File: src/rtl/sram_bank_arbiter.sv
// Two-requester arbiter in front of a single-port SRAM bank wrapper.
// Combinational grant (round-robin or m0-priority), one-cycle registered response routing.
module sram_bank_arbiter #(
    parameter int AW         = 14,
    parameter int DW         = 32,
    parameter int FIXED_PRIO = 0
) (
    input  logic            clk,
    input  logic            rst_n,

    input  logic            m0_req_i,
    input  logic [AW-1:0]   m0_addr_i,
    input  logic            m0_we_i,
    input  logic [DW/8-1:0] m0_be_i,
    input  logic [DW-1:0]   m0_wdata_i,
    output logic            m0_gnt_o,
    output logic            m0_rvalid_o,
    output logic [DW-1:0]   m0_rdata_o,

    input  logic            m1_req_i,
    input  logic [AW-1:0]   m1_addr_i,
    input  logic            m1_we_i,
    input  logic [DW/8-1:0] m1_be_i,
    input  logic [DW-1:0]   m1_wdata_i,
    output logic            m1_gnt_o,
    output logic            m1_rvalid_o,
    output logic [DW-1:0]   m1_rdata_o,

    output logic            ram_en_o,
    output logic            ram_we_o,
    output logic [DW/8-1:0] ram_be_o,
    output logic [AW-1:0]   ram_addr_o,
    output logic [DW-1:0]   ram_wdata_o,
    input  logic [DW-1:0]   ram_rdata_i,

    output logic [15:0]     conflict_cnt_o
);
    localparam int NM = 2;
    localparam int BW = DW / 8;

    logic [NM-1:0]         req, we, gnt, rvalid;
    logic [NM-1:0][AW-1:0] addr;
    logic [NM-1:0][BW-1:0] be;
    logic [NM-1:0][DW-1:0] wdata, rdata;

    logic rr_ptr;
    logic resp_valid, resp_sel, resp_we;
    logic both, win;

    assign req   = {m1_req_i,   m0_req_i};
    assign we    = {m1_we_i,    m0_we_i};
    assign addr  = {m1_addr_i,  m0_addr_i};
    assign be    = {m1_be_i,    m0_be_i};
    assign wdata = {m1_wdata_i, m0_wdata_i};
    assign both  = m0_req_i & m1_req_i;

    always_comb begin
        gnt = '0;
        if (both) begin
            if (FIXED_PRIO != 0 || !rr_ptr) gnt[0] = 1'b1;
            else                            gnt[1] = 1'b1;
        end else begin
            gnt = req;
        end
    end

    // With no grant win=0, so the bank sees m0's payload with en low.
    assign win         = gnt[1];
    assign ram_en_o    = |gnt;
    assign ram_we_o    = we[win];
    assign ram_be_o    = be[win];
    assign ram_addr_o  = addr[win];
    assign ram_wdata_o = wdata[win];

    always_ff @(posedge clk or negedge rst_n) begin
        if (!rst_n) begin
            rr_ptr         <= 1'b0;
            resp_valid     <= 1'b0;
            resp_sel       <= 1'b0;
            resp_we        <= 1'b0;
            conflict_cnt_o <= '0;
        end else begin
            if (gnt[0])      rr_ptr <= 1'b1;
            else if (gnt[1]) rr_ptr <= 1'b0;

            resp_valid <= ram_en_o;
            if (ram_en_o) begin
                resp_sel <= win;
                resp_we  <= we[win];
            end

            if (both && conflict_cnt_o != 16'hFFFF)
                conflict_cnt_o <= conflict_cnt_o + 16'd1;
        end
    end

    // Write responses carry no data; rdata is forced to zero outside a read response.
    for (genvar i = 0; i < NM; i++) begin : g_resp
        assign rvalid[i] = resp_valid & (resp_sel == 1'(i));
        assign rdata[i]  = (rvalid[i] && !resp_we) ? ram_rdata_i : '0;
    end

    assign m0_gnt_o    = gnt[0];
    assign m1_gnt_o    = gnt[1];
    assign m0_rvalid_o = rvalid[0];
    assign m1_rvalid_o = rvalid[1];
    assign m0_rdata_o  = rdata[0];
    assign m1_rdata_o  = rdata[1];
endmodule

File: config.mk
export PLATFORM = sky130hd
export DESIGN_NAME = sram_bank_arbiter
export DESIGN_NICKNAME = d
export VERILOG_FILES = /design/src/rtl/sram_bank_arbiter.sv
export SDC_FILE = /design/constraint.sdc
export NUM_CORES = 1
export LEC_CHECK = 0
export CAP_MARGIN = 5
export CORE_AREA = 4 4 103 105
export CTS_BUF_LIST = sky130_fd_sc_hd__clkbuf_4 sky130_fd_sc_hd__clkbuf_8 sky130_fd_sc_hd__clkbuf_16
export CTS_CLUSTER_SIZE = 24
export DETAILED_ROUTE_END_ITERATION = 6
export DIE_AREA = 0 0 107 109
export PLACE_DENSITY = 0.82
export REMOVE_ABC_BUFFERS = 1
export SLEW_MARGIN = 10
export SYNTH_ARGS = -nofsm -noshare
export SYNTH_HDL_FRONTEND = slang
export SYNTH_SLANG_ARGS = --single-unit
File: constraint.sdc
create_clock -name clk -period 2.2 [get_ports clk]
set_input_delay 0.44 -clock clk [delete_from_list [all_inputs] [get_ports clk]]
set_output_delay 0.44 -clock clk [all_outputs]
set_load 0.05 [all_outputs]
==> key figures <==
Synthesis
  • Unique masters post-synth: 29
  • FF+latch count, synth: 20
  • Synth area leader: mux2_2
  • Mean Syn Cell Area: 9.262 sq um
  • Syn Inst Count: 216
  • Area share of the largest cell type after synthesis: 30.39%
  • Syn Std Cell Area: 2001 sq um
  • Yosys synthesis warning count: 0
  • Sequential-to-total area share from yosys stat: 25.02%
  • Top cells by area, synth: mux2_2, dfrtp_1, and2_1, xor2_1, nand2_1

Worst setup path
  • Critical path, cell by cell: dlygate4sd2_1, nand2b_4, nand2_8, bufbuf_16, mux2_2, buf_4
  • CP delay by family, top: buffers and inverters
  • Critical path data arrival time: 1.71 ns
  • Worst setup SP type: input pin
  • CP endpoint kind: primary output
  • Peak fanout along the critical path: 6
  • CP Data Required Time: 1.76 ns
  • Buf/Inv on CP: 3
  • CP peak stage delay: 0.33 ns
  • WS Path Type: in -> out
  • Crit-path slowest cell: mux2_2

Routing
  • DRT iter0 DRCs: 71
  • Routed WL: 10.85 mm
  • Vias: 2,734
  • Vias/cell: 4.354
  • First drt pass iteration count: 4
  • Detail Route Antenna Nets: 0
  • Wirelength per Cell: 17.28 um
  • DRC Markers: 0

Final layout
  • Fill count: 810
  • ANT cells: 0
  • Final #Nets: 635
  • Most frequent cells in the layout: clkdlybuf4s50_1, buf_12, and2_1, buf_4, mux2_2
  • Layout cells sized above 1: 40.40%
  • Area delta synth->final: 183.6%
  • Post-Route Utilization: 58.85%
  • Commonest non-fill, non-tap cell in the layout: clkdlybuf4s50_1

Floorplan
  • DIE WIDTH: 107 um
  • Die area: 11,660 sq um
  • Starting Density: 20.76%
  • Core area: 9639 sq um
  • Site Rows: 36
  • Ports: 274
  • Die Height: 109 um

Power and ir drop
  • Pwr/cell area: 525.5 nW/um^2
  • Int Pwr: 1.560 mW
  • Peak VDD IR: 0.5576 mV
  • Switching Fraction: 47.65%
  • Combinational group share of total power: 72.6%
  • Psw: 1.421 mW
  • Clock power share: 9.2%
  • LEAKAGE: 2.409 nW
  • Sequential power share: 18.2%

STA
  • RSZ-0062 raised after global routing: false
  • Worst slew margin: 65.43%
  • Max Clock Skew: 0.001640 ns
  • Hold violation total from the final report: 0
  • Setup violators final: 0
  • Tmin final: 2.154 ns
  • Post-route setup TNS: 0 ns
  • Final worst path period share: 97.91%
  • Worst Tran Pin Value: 0.5170 ns
  • Worst setup margin: 0.04599 ns
  • Final slew viol count: 0
  • Max Freq: 0.4643 GHz

Placed design
  • Dpl hpwl: 9.346 mm
  • Dpl ws: -0.2365 ns
  • PortBufs: 273
  • GPL Wtd Cong: 0.8312

GRT
  • Vias in the first global route: 2,851
  • First-pass GRT wire length: 15.85 mm
  • Initial antenna violation count: 0
  • Overflow after GRT: 0
  • Largest net degree at the start of global routing: 33
  • Aggregate global-route resource usage: 17.37%

Clock tree
  • Max clock buf depth: 2
  • Worst skew pair latency: 0.25 ns
  • CTS sink cnt: 20
  • Clock-pin slew on the worst setup and hold paths: 0.07 ns
  • Htree depth: 1
  • CTS tree: yes
  • TritonCTS buffer count: 3
  • CTS root buf: clkbuf_8

Status
  • Status: completed

Run
  • Max_cap viols: 0

Worst hold path
  • Worst hold path type: in -> async
[what timing repair did]
item                                   in CTS  in global routing
buffers inserted                            1                  1
resized for setup                          10                  4
hold buffers                                0                  0
pin swaps                                   1                  0
setup endpoints to repair                  51                  8
gates cloned                                3                  0
endpoints found under the hold margin       0                  0
[state kept, by name, summed over array words and instances, names as in the netlist]
register        count
rr_ptr              1
conflict_cnt_o     16
resp_we             1
resp_sel            1
resp_valid          1
[logic make-up (layout without fill, tap and decap cells)]
logic type | Yosys count | in the layout | synth area share (%)
compound gates | 4 | 4 | 1.501
xor+xnor | 13 | 13 | 5.691
fa+ha+maj | 1 | 1 | 0.6253
buf+inv | 14 | 293 | 3.002
flops | 20 | 20 | 25.02
mux | 54 | 54 | 30.39
simple gates | 110 | 110 | 33.77
[cells in the mapped netlist (all sizes together)]
cell type and n:
nand2 10, and4 3, ha 1, a2bb2oi 1, xor2 10, clkbuf 6
buf 6, and3b 1, a41oi 1, or3 2, nand3 3, xnor2 3
dfrtp 20, or2 1, and2 65, nor2b 1, inv 2, nand2b 1
and3 1, nor3 4, nor3b 1, a21boi 1, nor4 4, nor2 7
o21ai 1, nand4 6, mux2 54
[metrics by stage]
stage                     hold slack [ns]  cell area [sq um]  power, mW  cells
after global routing               0.5280               5673      3.106    628
after floorplan                    0.1444               1948      1.677    204
after global placement             0.5098               5458      2.632    619
after detailed placement           0.5221               5458      2.662    619
after CTS                          0.5187               5650      2.998    627
final                              0.5144               5673      2.981    628
[power by group through the flow]
stage / combinational [mW] / sequential [mW] / clock (mW)
final: 2.16 / 0.544 / 0.274
after global routing: 2.25 / 0.558 / 0.299
after CTS: 2.17 / 0.545 / 0.279
after detailed placement: 2.11 / 0.551 / 0
after global placement: 2.09 / 0.546 / 0
after floorplan: 0.924 / 0.752 / 0
[cell type report]
class	count	area, sq um	area share (%)
Clock buffer	4	55.05	0.9704
Inverter	2	7.507	0.1323
Multi-Input combinational cell	182	1473	25.96
Sequential cell	20	500.5	8.822
Tap cell	133	166.4	2.933
Timing Repair Buffer	287	3471	61.18
[worst reg2reg max path: cells and delay by family (launching register included)]
kind          cells  cell delay, ns
xor+xnor          1            0.19
buf+inv           1            0.16
flops             1            0.42
simple gates      3            0.79
fa+ha+maj         1            0.23
[final timing paths]
path	from	endpoint	slack, ns	cells after the start
worst max-delay path	m0_req_i	ram_wdata_o[28]	0.05	6
worst min register to register	conflict_cnt_o[6]	conflict_cnt_o[6]	0.54	1
worst min-delay path	rst_n	conflict_cnt_o[9]	0.51	2
min in group clk	conflict_cnt_o[6]	conflict_cnt_o[6]	0.54	1
worst max register to register	conflict_cnt_o[0]	conflict_cnt_o[10]	0.33	6
max in group asynchronous	rst_n	resp_sel	1.48	2
[metal layers]
metal  share of wire [%]  GRT usage, %  vias up
met3                  10         6.039       12
met2                  52         33.90      166
met1                  36         18.20     1249
met5                   0             0        -
met4                 1.7         2.740        0
li1                    -             -     1307
(Power assumes the default switching activity.)
